==> src/rtl/oam_dma.sv <==
// OAM DMA sequencer: copies LENGTH bytes from page src_reg to DST_BASE and
// owns the shared memory bus while doing so.
module oam_dma #(
    parameter logic [15:0] REG_ADDR = 16'hFF46,
    parameter logic [15:0] DST_BASE = 16'hFE00,
    parameter int unsigned LENGTH   = 160,
    parameter int unsigned CNTBITS  = 8
) (
    input  logic        clk,
    input  logic        reset,
    input  logic [15:0] cpu_addr,
    input  logic [7:0]  cpu_data_w,
    input  logic        cpu_write_enable,
    output logic [7:0]  cpu_data_r,
    output logic        reg_active,
    output logic [15:0] bus_addr,
    output logic [7:0]  bus_data_w,
    output logic        bus_write_enable,
    input  logic [7:0]  bus_data_r,
    output logic        dma_active
);

    localparam logic [1:0] IDLE  = 2'd0;
    localparam logic [1:0] START = 2'd1;
    localparam logic [1:0] READ  = 2'd2;
    localparam logic [1:0] WRITE = 2'd3;

    localparam logic [CNTBITS-1:0] LAST = CNTBITS'(LENGTH - 1);

    logic [1:0]         state_q, state_d;
    logic [CNTBITS-1:0] counter_q, counter_d;
    logic [7:0]         src_q, src_d;
    logic [7:0]         latch_q, latch_d;
    logic               reg_hit;
    logic               reg_wr;
    logic [7:0]         src_page;

    assign reg_hit  = (cpu_addr == REG_ADDR);
    assign reg_wr   = reg_hit && cpu_write_enable;
    // Echo/OAM/IO pages fold down into WRAM.
    assign src_page = (src_q < 8'hE0) ? src_q : src_q - 8'h20;

    always_ff @(posedge clk) begin
        if (reset) begin
            state_q   <= IDLE;
            counter_q <= '0;
            src_q     <= 8'hFF;
            latch_q   <= 8'h00;
        end else begin
            state_q   <= state_d;
            counter_q <= counter_d;
            src_q     <= src_d;
            latch_q   <= latch_d;
        end
    end

    // Next state; a register write in any state (re)starts from byte 0.
    always_comb begin
        state_d   = state_q;
        counter_d = counter_q;
        latch_d   = latch_q;
        src_d     = src_q;
        case (state_q)
            IDLE:  state_d = IDLE;
            START: state_d = READ;
            READ: begin
                latch_d = bus_data_r;
                state_d = WRITE;
            end
            WRITE: begin
                if (counter_q == LAST) begin
                    state_d   = IDLE;
                    counter_d = '0;
                end else begin
                    state_d   = READ;
                    counter_d = counter_q + CNTBITS'(1);
                end
            end
            default: state_d = IDLE;
        endcase
        if (reg_wr) begin
            src_d     = cpu_data_w;
            state_d   = START;
            counter_d = '0;
        end
    end

    // Bus mux: CPU owns the bus only while idle.
    always_comb begin
        bus_addr         = cpu_addr;
        bus_data_w       = cpu_data_w;
        bus_write_enable = cpu_write_enable && !reg_hit;
        case (state_q)
            START: begin
                bus_addr         = {src_page, 8'(counter_q)};
                bus_data_w       = latch_q;
                bus_write_enable = 1'b0;
            end
            READ: begin
                bus_addr         = {src_page, 8'(counter_q)};
                bus_data_w       = latch_q;
                bus_write_enable = 1'b0;
            end
            WRITE: begin
                bus_addr         = DST_BASE + 16'(counter_q);
                bus_data_w       = latch_q;
                bus_write_enable = 1'b1;
            end
            default: ;
        endcase
    end

    assign cpu_data_r = reg_hit ? src_q : ((state_q == IDLE) ? bus_data_r : 8'hFF);
    assign reg_active = reg_hit && !cpu_write_enable;
    assign dma_active = (state_q != IDLE);

endmodule

==> config.mk <==
export PLATFORM = sky130hd
export DESIGN_NAME = oam_dma
export DESIGN_NICKNAME = d
export VERILOG_FILES = /design/src/rtl/oam_dma.sv
export SDC_FILE = /design/constraint.sdc
export NUM_CORES = 1
export LEC_CHECK = 0
export ABC_AREA = 1
export CAP_MARGIN = 0
export CORE_ASPECT_RATIO = 1.5
export CORE_MARGIN = 3
export CORE_UTILIZATION = 30
export CTS_CLUSTER_SIZE = 12
export DETAILED_ROUTE_END_ITERATION = 8
export PLACE_DENSITY = 0.56
export SKIP_CTS_REPAIR_TIMING = 1
export SYNTH_ARGS = -nofsm -noshare
export SYNTH_HDL_FRONTEND = slang
export SYNTH_SLANG_ARGS = --single-unit
==> constraint.sdc <==
create_clock -name clk -period 2 [get_ports clk]
set_input_delay 0.4 -clock clk [delete_from_list [all_inputs] [get_ports clk]]
set_output_delay 0.4 -clock clk [all_outputs]
set_load 0.005 [all_outputs]
==> metrics.cfg <==
[route]
vias=2193
first_pass_iters=4
wl_per_cell_um=13.40
drtIter0Drc=70
drc=0
ant_nets=0
finalWirelength_mm=6.312
drt-vias-per-instance=4.656

[pwr]
design_power_total_mw=1.060
power.switching_mw=0.2548
ir_drop_mv=0.2361
p_seq_share_pct=48.8
combPwrFrac_pct=23.0
leakagePower_nw=1.806
switching_share_pct=24.04
cellPowerDensity_nw_per_um2=335.5
power.internal_mw=0.8053
clkPwrFrac_pct=28.2

[timing]
fin_ws_ns=-0.1012
finalMaxSlewViolations=0
rsz0062_at_grt=true
period_needed_ns=2.101
slew_headroom_pct=78.12
clock_skew_ns=0.001954
final_hold_viol_count=0
setup_viol=8
worst_hold_slack_ns=0.4747
tns_ns=-0.4117
max_freq_ghz=0.4759
period_share_pct=105.1
tightestPinTransition_ns=0.3261

[setup_path]
cp_max_fo=5
critPathCaptureType=output port
start_kind=register
timing.setup.critical_path_class=register to output port
arrival_ns=1.70
worstPathRequired_ns=1.60

[die]
die_area_sq_um=6792
core_sq_um=5533
pin_count=70
rows=33
die_x_um=68.30
die_height_um=99.45
start_util_pct=31.57

[global_route]
overflow=0
grt_usage_pct=17.65
antenna_found_initial=0
grt_pass1_vias=2024
grt_max_degree=21
grt_pass1_wl_mm=9.114

[cts]
cts_buffer_depth=2
cts.sinks=26
clk_pin_slew_ns=0.09
numCtsBuffers=3
insertion_delay_ns=0.27
cts_tree=built
root_buffer=clkbuf_8
htreeDepth=1

[layout]
drive_above_1_share_pct=28.68
post-route-util_pct=57.10
syn2layout_area_growth_pct=80.87
diodes=0
fin_nets=444

[synth]
yosys_most_used_dff=dfxtp_1
synthTopCellsByArea=dfxtp_1 30%, nand2_1 15%, nor2_1 11%
yosys.area.top_type=dfxtp_1
synth_area_sq_um=1747
synth_edf_count=0
seq_area_frac_synth_pct=29.80
yosys_warnings=0
synthArstFlopShare_pct=0
syn_avg_cell_area_sq_um=6.107
syn_inst=286
yosysMostFrequentCell=nand2_1
yosysUniqueCellTypes=23
synth_common_cells=72 x nand2_1, 49 x nor2_1, 33 x inv_1
ys_seq_elements=26
yosysTopAreaCellShare_pct=29.80
syn_nets=327

[run_status]
violations=setup timing
outcome=complete, but fails checks

[run]
drv_cap=0

[place]
io_buffers=69
hpwl_mm=4.736
pre_cts_ws_ns=-0.5627
place_congestion=0.8331

[min_path]
min-delay-path-class=register to register

[cell families (layout without fill, tap and decap cells)]
kind of cell | count (synthesis) | after routing | share of synthesized area [%]
buffers and inverters | 45 | 160 | 11.17
adder cells (fa/ha/maj) | 6 | 6 | 4.298
XOR/XNOR | 3 | 3 | 1.505
AO/OA/AOI/OAI | 41 | 41 | 12.89
flip-flops | 26 | 26 | 29.80
AND/OR/NAND/NOR | 165 | 165 | 40.33
[metal layers]
| layer | vias up | track usage (%) | wire length (um) |
|---|---|---|---|
| li1 | 1145 | - | - |
| met5 | - | 0 | 0 |
| met4 | 0 | 4.594 | 88 |
| met2 | 58 | 33.36 | 3388 |
| met3 | 4 | 2.938 | 336 |
| met1 | 986 | 19.39 | 2499 |
[stage by stage]
stage,std cells,instance area (sq um)
floorplan,286,1747
global placement,453,2771
detailed placement,453,2771
CTS,456,2813
global route,471,3159
finish,471,3159
[power groups by stage]
stage	sequential (mW)	combinational, mW	clock [mW]
6_report	0.517	0.244	0.299
5_1_grt	0.517	0.264	0.342
4_1_cts	0.517	0.251	0.311
3_5_place_dp	0.529	0.249	0
3_3_place_gp	0.529	0.250	0
2_1_floorplan	0.529	0.0662	0
[registers in the layout (all words and copies together) (netlist names)]
| register | count |
|---|---|
| src_q | 8 |
| latch_q | 8 |
| state_q | 2 |
| counter_q | 8 |
[layout make-up]
cell class / instances / area [sq um]
inverters: 35 / 142.6
repair inverters: 1 / 7.507
clock buffers: 3 / 41.29
flip-flops and latches: 26 / 524.3
repair buffers: 121 / 1184
well taps: 70 / 87.58
multi-input cells: 215 / 1172
fillers: 567 / 2374
[layout by cell type (no fill, tap or decap), types with 4 or more instances in the layout]
cell / n
a21oi_1: 7
a21oi_2: 8
buf_2: 5
buf_4: 43
buf_6: 6
clkbuf_2: 7
clkdlybuf4s50_1: 18
dfxtp_1: 23
dlymetal6s2s_1: 39
inv_1: 25
inv_2: 5
nand2_1: 69
nand3_1: 26
nand4_1: 4
nor2_1: 43
nor2_4: 7
o21ai_0: 11
o21ai_1: 8
o22ai_1: 5
or2_4: 8
[worst paths after layout]
path | start | endpoint | slack [ns] | cells after the start
min reg2reg | src_q[0] | src_q[0] | 0.47 | 2
max | state_q[0] | bus_addr[9] | -0.10 | 10
min | src_q[0] | src_q[0] | 0.47 | 2
max reg2reg | state_q[0] | counter_q[6] | 0.55 | 8
[worst max-delay path: stages, from the launching register on]
cell and delay, ns:
dfxtp_2 0.35, buf_4 0.14, ha_4 0.17, inv_4 0.06, nor2_4 0.04, buf_6 0.11
buf_4 0.13, buf_4 0.14, a21oi_2 0.10, o21ai_1 0.07, buf_2 0.13
No activity file was read; power rests on OpenSTA's default activity.
